**src/rtl/d_reg_pipe_pkg.sv**
```systemverilog
// Shared constants and helpers for the d_reg_pipe delay line.
// Holds the occupancy-counter width function and the minimum legal depth.
package d_reg_pkg;

    localparam int DEPTH_MIN = 1;

    // Counter must represent 0..depth inclusive.
    function automatic int cnt_w(input int depth);
        return $clog2(depth + 1);
    endfunction

endpackage

```
**src/rtl/d_reg_pipe_if.sv**
```systemverilog
// Bus bundle for d_reg_pipe: input side (en/flush/valid/data) and output side
// (last-stage valid/data plus occupancy count). No back-pressure; en stalls everything.
interface d_reg_pipe_if
    import d_reg_pkg::*;
#(
    parameter int WIDTH = 8,
    parameter int DEPTH = 4
);

    logic                      en;
    logic                      flush;
    logic                      in_valid;
    logic [WIDTH-1:0]          in_data;
    logic                      out_valid;
    logic [WIDTH-1:0]          out_data;
    logic [cnt_w(DEPTH)-1:0]   count;

    modport master (
        output en, flush, in_valid, in_data,
        input  out_valid, out_data, count
    );

    modport slave (
        input  en, flush, in_valid, in_data,
        output out_valid, out_data, count
    );

endinterface

```
**src/rtl/d_reg_pipe_stage.sv**
```systemverilog
// One data+valid stage of the delay line. Valid bit always resets; the data
// register only resets when D_REG_PIPE_DATA_RST_EN is defined.
module d_reg_stage #(
    parameter int WIDTH = 8
) (
    input  logic             clk,
    input  logic             rst,
    input  logic             en,
    input  logic             flush,
    input  logic             valid_i,
    input  logic [WIDTH-1:0] data_i,
    output logic             valid_o,
    output logic [WIDTH-1:0] data_o
);

    logic             valid_q;
    logic [WIDTH-1:0] data_q;

    always_ff @(posedge clk) begin
        if (rst) begin
            valid_q <= 1'b0;
        end else if (flush) begin
            valid_q <= 1'b0;
        end else if (en) begin
            valid_q <= valid_i;
        end
    end

`ifdef D_REG_PIPE_DATA_RST_EN
    always_ff @(posedge clk) begin
        if (rst) begin
            data_q <= '0;
        end else if (en && !flush) begin
            data_q <= data_i;
        end
    end
`else
    // Enable-only flop: flush leaves data untouched, bubbles still load.
    always_ff @(posedge clk) begin
        if (en && !flush && !rst) begin
            data_q <= data_i;
        end
    end
`endif

    assign valid_o = valid_q;
    assign data_o  = data_q;

endmodule

```
**src/rtl/d_reg_pipe.sv**
```systemverilog
// WIDTH-bit, DEPTH-stage retiming chain with valid tracking, stall, flush and
// live occupancy count. Optional data reset via D_REG_PIPE_DATA_RST_EN.
module d_reg_pipe
    import d_reg_pkg::*;
#(
    parameter int WIDTH = 8,
    parameter int DEPTH = 4
) (
    input  logic         clk,
    input  logic         rst,
    d_reg_pipe_if.slave  bus
);

    localparam int CW = cnt_w(DEPTH);

    if (DEPTH < DEPTH_MIN) begin : g_depth_chk
        $error("d_reg_pipe: DEPTH=%0d is below the minimum of %0d", DEPTH, DEPTH_MIN);
    end

    // Index 0 is the chain input; index i+1 is the output of stage i.
    logic [DEPTH:0]   valid_w;
    logic [WIDTH-1:0] data_w [DEPTH+1];

    assign valid_w[0] = bus.in_valid;
    assign data_w[0]  = bus.in_data;

    for (genvar i = 0; i < DEPTH; i++) begin : g_stage
        d_reg_stage #(
            .WIDTH (WIDTH)
        ) u_stage (
            .clk     (clk),
            .rst     (rst),
            .en      (bus.en),
            .flush   (bus.flush),
            .valid_i (valid_w[i]),
            .data_i  (data_w[i]),
            .valid_o (valid_w[i+1]),
            .data_o  (data_w[i+1])
        );
    end

    logic [CW-1:0] count_q;
    logic [CW-1:0] count_d;

    // A full chain can only accept while its last item leaves, so no overflow.
    always_comb begin
        count_d = count_q;
        if (bus.en) begin
            count_d = count_q + CW'(bus.in_valid) - CW'(valid_w[DEPTH]);
        end
    end

    always_ff @(posedge clk) begin
        if (rst) begin
            count_q <= '0;
        end else if (bus.flush) begin
            count_q <= '0;
        end else begin
            count_q <= count_d;
        end
    end

    assign bus.out_valid = valid_w[DEPTH];
    assign bus.out_data  = data_w[DEPTH];
    assign bus.count     = count_q;

endmodule
```
**src/flat_wrapper.sv**
```systemverilog
// flat-port wrapper written by rule: the top's interface ports become plain ports
module d_reg_pipe_flat import d_reg_pkg::*;
#(
    parameter int WIDTH = 8,
    parameter int DEPTH = 4
)
  (clk, rst, bus_en, bus_flush, bus_in_valid, bus_in_data, bus_out_valid, bus_out_data, bus_count);
  d_reg_pipe_if #(.WIDTH(WIDTH), .DEPTH(DEPTH)) bus_i ();
  input  logic clk;
  input  logic rst;
  input wire logic [$bits(bus_i.en)-1:0] bus_en;
  input wire logic [$bits(bus_i.flush)-1:0] bus_flush;
  input wire logic [$bits(bus_i.in_valid)-1:0] bus_in_valid;
  input wire logic [$bits(bus_i.in_data)-1:0] bus_in_data;
  output wire logic [$bits(bus_i.out_valid)-1:0] bus_out_valid;
  output wire logic [$bits(bus_i.out_data)-1:0] bus_out_data;
  output wire logic [$bits(bus_i.count)-1:0] bus_count;
  assign bus_i.en = bus_en;
  assign bus_i.flush = bus_flush;
  assign bus_i.in_valid = bus_in_valid;
  assign bus_i.in_data = bus_in_data;
  assign bus_out_valid = bus_i.out_valid;
  assign bus_out_data = bus_i.out_data;
  assign bus_count = bus_i.count;
  d_reg_pipe #(.WIDTH(WIDTH), .DEPTH(DEPTH)) u_core (.clk(clk), .rst(rst), .bus(bus_i));
endmodule
```
**config.mk**
```make
export PLATFORM = sky130hd
export DESIGN_NAME = d_reg_pipe_flat
export DESIGN_NICKNAME = d
export VERILOG_FILES = /design/src/rtl/d_reg_pipe_pkg.sv /design/src/rtl/d_reg_pipe_if.sv /design/src/rtl/d_reg_pipe_stage.sv /design/src/rtl/d_reg_pipe.sv /design/src/flat_wrapper.sv
export SDC_FILE = /design/constraint.sdc
export NUM_CORES = 1
export LEC_CHECK = 0
export ABC_CLOCK_PERIOD_IN_PS = 2500
export CELL_PAD_IN_SITES_DETAIL_PLACEMENT = 1
export CELL_PAD_IN_SITES_GLOBAL_PLACEMENT = 1
export CORE_ASPECT_RATIO = 1.25
export CORE_MARGIN = 1.5
export CORE_UTILIZATION = 38
export CTS_CLUSTER_SIZE = 28
export DETAILED_ROUTE_END_ITERATION = 6
export PLACE_DENSITY_LB_ADDON = 0.05
export SETUP_SLACK_MARGIN = 0.5
export SYNTH_ARGS = -nofsm -noshare
export SYNTH_HDL_FRONTEND = slang
export SYNTH_SLANG_ARGS = --single-unit
```
**constraint.sdc**
```tcl
create_clock -name clk -period 2.5 [get_ports clk]
set_input_delay 0.375 -clock clk [delete_from_list [all_inputs] [get_ports clk]]
set_output_delay 0.375 -clock clk [all_outputs]
set_load 0.01 [all_outputs]
```
After elaboration in Yosys (flattened, before gate mapping)
Index checks and enable logic that the tools add are counted.

Register bits after elaboration: 39. Bits in latches: 0. Bits in writable memories: 0. ROM bits: 0. Input bits: 13. Output and inout bits: 12. Word-level logic and storage cells: 16. Memories kept: 0.

Add/sub/neg operators: 2. Multiply operators: 0. Divide/modulo/power cells: 0. Order comparisons: 0. Equal/unequal tests: 0. Shifts and indexed selects: 0. Multiplexer cells: 0. Bitwise logic cells: 0. Reduce and logical (&&, ||, !) cells: 5.

Operators by type and width (count): 3-bit by 1-bit adder with 3-bit output (1); 3-bit by 1-bit subtractor with 3-bit output (1); 1-bit logical AND (2); 1-bit logical NOT (2); 2-bit OR reduction (1).

Longest topological paths before layout
Word-level depth: 3. Mapped depth: 8. Gate-level depth less buffers: 8.

By module
Synthesis repeated with hierarchy kept, for this count alone.

Cell total of the unflattened synthesis: 66. Area total of the unflattened synthesis: 1336.3 um^2.

Modules (own cells, without submodules): d_reg_stage (instances 4, cells each 12, area an instance 287.8 um^2); d_reg_pipe (instances 1, cells each 18, area an instance 185.2 um^2).

Least setup slack after synthesis
Ideal clock, no wire load.

Path kind: in2reg. From: input port rst. To: register u_core.g_stage[0].u_stage.data_q[0] (enable). Arrival: 2102 ps. Setup slack: -23 ps. Stages: 3. Path buffers: 1. Cells stage by stage: or2_1 buf_6 nor2_1.

Word-level cells in the longest chain between the ends: 2.

Ends and longest elaborated chain: start: declaration (line flat_wrapper.sv:10) `input logic rst;`; 1-bit logical NOT (line d_reg_pipe_stage.sv:40) `if (en && !flush && !rst) begin`; 1-bit logical AND (line d_reg_pipe_stage.sv:40); end signal: assignment (line d_reg_pipe_stage.sv:41) `data_q <= data_i;`; end: declaration (line d_reg_pipe_stage.sv:17) `logic [WIDTH-1:0] data_q;`.

No other way between the ends. A chain may end at the register's enable or synchronous reset.

Worst setup path in the final report
From: register u_core.count_q[0], in the netlist u_core.bus.count[0]. To: register u_core.count_q[2], in the netlist u_core.bus.count[2].

Word-level cells in the longest chain between the ends: 2.

Ends and longest elaborated chain: start: declaration (line d_reg_pipe.sv:42) `logic [CW-1:0] count_q;`; start signal: assignment (line d_reg_pipe.sv:59) `count_q <= count_d;`; 3-bit by 1-bit adder with 3-bit output (line d_reg_pipe.sv:49) `count_d = count_q + CW'(bus.in_valid) - CW'(valid_w[DEPTH]);`; 3-bit by 1-bit subtractor with 3-bit output (line d_reg_pipe.sv:49).

No other way between the ends.

==> results.txt <==
Outcome -> completed
Synthesized flop and latch total -> 39
TritonCTS Sinks -> 39
Largest stage delay on the critical path -> 0.41 ns
# setup viols final -> 0
Largest net degree at the start of global routing -> 33
Nature of the critical path endpoint -> flip-flop
Min-delay worst type -> reg -> reg
Commonest non-fill, non-tap cell in the layout -> edfxtp_1
CP delay by family, top -> adder cells
Syn Area/Cell -> 18.04 sq um
Wire per inst -> 11.42 microns
Area delta synth->final -> 24.45%
Fin nets -> 115
Std-Cell Rows -> 24
Inserted Clock Buffers -> 5
Minimum clock period -> 1.875 ns
RSZ-0062 raised after global routing -> no
Total grt overflow -> 0
Total die area -> 3980 sq um
Max-cap violations -> 0
CP max stage cell -> fa_1
Mapped Cells -> 76
Clk buf depth -> 2
NetSw -> 0.0002189 W
Clock power frac -> 33.7%
Vias in the first global route -> 594
PD cells -> 677.5 nW/um^2
WP buf/inv -> 2
Cell area after layout -> 1707 sq um
Post-CTS Setup Bufs -> 0
Final WL -> 1587 microns
Internal Power -> 0.0009374 W
Tot Pwr -> 0.001156 W
Mapped Nets -> 92
Top-area cell type share of the netlist area -> 70.07%
Initial DRC Count -> 32
# diodes -> 0
Seq pwr share -> 62.0%
CP Class -> reg -> reg
DRC violation count after routing -> 0
Fmax -> 0.5333 GHz
Vias per cell -> 4.439
Antenna violations before repair -> 0
Data required time of the critical path -> 2.68 ns
Crit path arrival time -> 2.05 ns
CTS tree -> yes
Global-route usage over all layers -> 9.158%
Post-Syn Area -> 1371 sq um
DP Cell Count -> 131
Sequential area share after synthesis -> 80.29%
Gpl congestion -> 0.6265
Ports -> 25
Core Box Area -> 3483 sq um
Register area -> 1101 sq um
Leak -> 0.5988 nW
Slew Limit Fails -> 0
HPWL Detailed -> 1099 microns
Clock Latency Late Sink -> 0.28 ns
Final antenna-violating net count -> 0
Multi-input gate area -> 181.4 sq um
Number of unique standard cell types used by synthesis -> 14
Worst Tran Pin Value -> 0.3397 ns
H-Tree Depth -> 2
Placement Setup Slack -> 0.4102 ns
IO buf count -> 24
Startpoint Class -> flip-flop
Max VDD drop -> 0.4260 mV
TNS Setup -> 0 ns
Fin crit share -> 75.01%
CTS Root Cell -> clkbuf_8
Hold Vio Cnt, Final -> 0
Ys Warns -> 0
Slew HR -> 77.35%
Share of cells above drive strength 1 -> 12.00%
Comb pwr share -> 4.3%
Die H -> 70.17 microns
Most frequent cells in the layout -> edfxtp_1 (32), clkdlybuf4s50_1 (24), nor2_1 (7), dfxtp_1 (7)
Initial Util -> 39.37%
Area after DPL -> 1614 sq um
First-pass GRT wire length -> 2532 microns
Crit path max fanout -> 3
FILL cells -> 347
Vias -> 617
Die Wd -> 56.73 microns
Finished Layout Cells -> 139
Clk slew on worst S/H paths -> 0.07 ns
Crit path cell chain -> inv_1 > ha_1 > inv_1 > ha_1 > fa_1 > xnor2_2 > a211oi_2 > a31o_1
Final Worst Setup Slack -> 0.6248 ns
Switching share of power -> 18.93%
Worst clock skew -> 0.001616 ns
Ranking of synthesized cells by area -> edfxtp_1 (70%), dfxtp_1 (10%), mux2i_1 (4.4%), buf_4 (4.4%), nor2_1 (2.2%)
Drt first pass iters -> 4
Post-synth top area cell -> edfxtp_1
==> synthesized netlist by cell type, drive strengths merged <==
cell type  count
buf           10
dfxtp          7
mux2i          6
nor2           8
a211oi         1
xnor2          1
ha             2
edfxtp        32
inv            6
a31o           1
or2            1
fa             1
==> final timing paths <==
check / from / endpoint / slack, ns / cells after the start
max: u_core.bus.count[0] / u_core.bus.count[2] / 0.62 / 8
min reg2reg: u_core.g_stage[0].u_stage.data_o[4] / u_core.g_stage[1].u_stage.data_o[4] / 0.42 / 0
max reg2reg: u_core.bus.count[0] / u_core.bus.count[2] / 0.62 / 8
min: u_core.g_stage[0].u_stage.data_o[4] / u_core.g_stage[1].u_stage.data_o[4] / 0.42 / 0
==> layout make-up <==
| cell class | count | area share, % |
|---|---|---|
| well taps | 39 | 2.859 |
| clock inverters | 2 | 0.7331 |
| multi-input cells | 21 | 10.63 |
| flip-flops and latches | 39 | 64.52 |
| inverters | 6 | 1.320 |
| clock buffers | 6 | 4.252 |
| repair buffers | 26 | 15.69 |
==> stage by stage <==
stage	hold WS (ns)	util, %
global placement	0.4021	46.34
global route	0.4287	48.99
CTS	0.4227	48.78
detailed placement	0.4056	46.34
finish	0.4206	48.99
floorplan	0.4003	-
==> flip-flops by register name, summed over array words and instances, names as in the netlist <==
name / flops
u_core.bus.count: 3
u_core.g_stage.u_stage.valid_o: 4
u_core.g_stage.u_stage.data_o: 32
==> cells by family after synthesis <==
group	share of synthesized area [%]
XOR/XNOR	0.6388
AND/OR/NAND/NOR	2.646
adder cells (fa/ha/maj)	3.284
multiplexers	4.380
AO/OA/AOI/OAI	1.551
buffers and inverters	7.208
flip-flops	80.29
==> power by group through the flow <==
stage / clock network [W] / logic, W / registers (W)
floorplan: 0 / 0.0000229 / 0.000731
global placement: 0 / 0.0000486 / 0.000731
detailed placement: 0 / 0.0000501 / 0.000732
CTS: 0.000409 / 0.0000502 / 0.000717
global route: 0.000434 / 0.0000538 / 0.000718
finish: 0.000389 / 0.0000495 / 0.000717
==> worst reg2reg max path: stages, from the launching register on <==
cell	delay, ns
dfxtp_1	0.36
inv_1	0.06
ha_1	0.27
inv_1	0.04
ha_1	0.18
fa_1	0.41
xnor2_2	0.18
a211oi_2	0.09
a31o_1	0.19
==> repair_timing <==
item                       4_1_cts  5_1_grt
setup endpoints to repair        0        1
hold buffers                     0        0
resized for setup                0        1
==> per-layer routing <==
metal	vias to the layer above	track usage [%]	part of all wire, %
li1	303	-	-
met1	288	9.308	39
met2	21	14.21	51
met3	5	5.556	8.1
met4	0	5.426	1.9
met5	-	0	0
No activity file was read; power rests on OpenSTA's default activity.
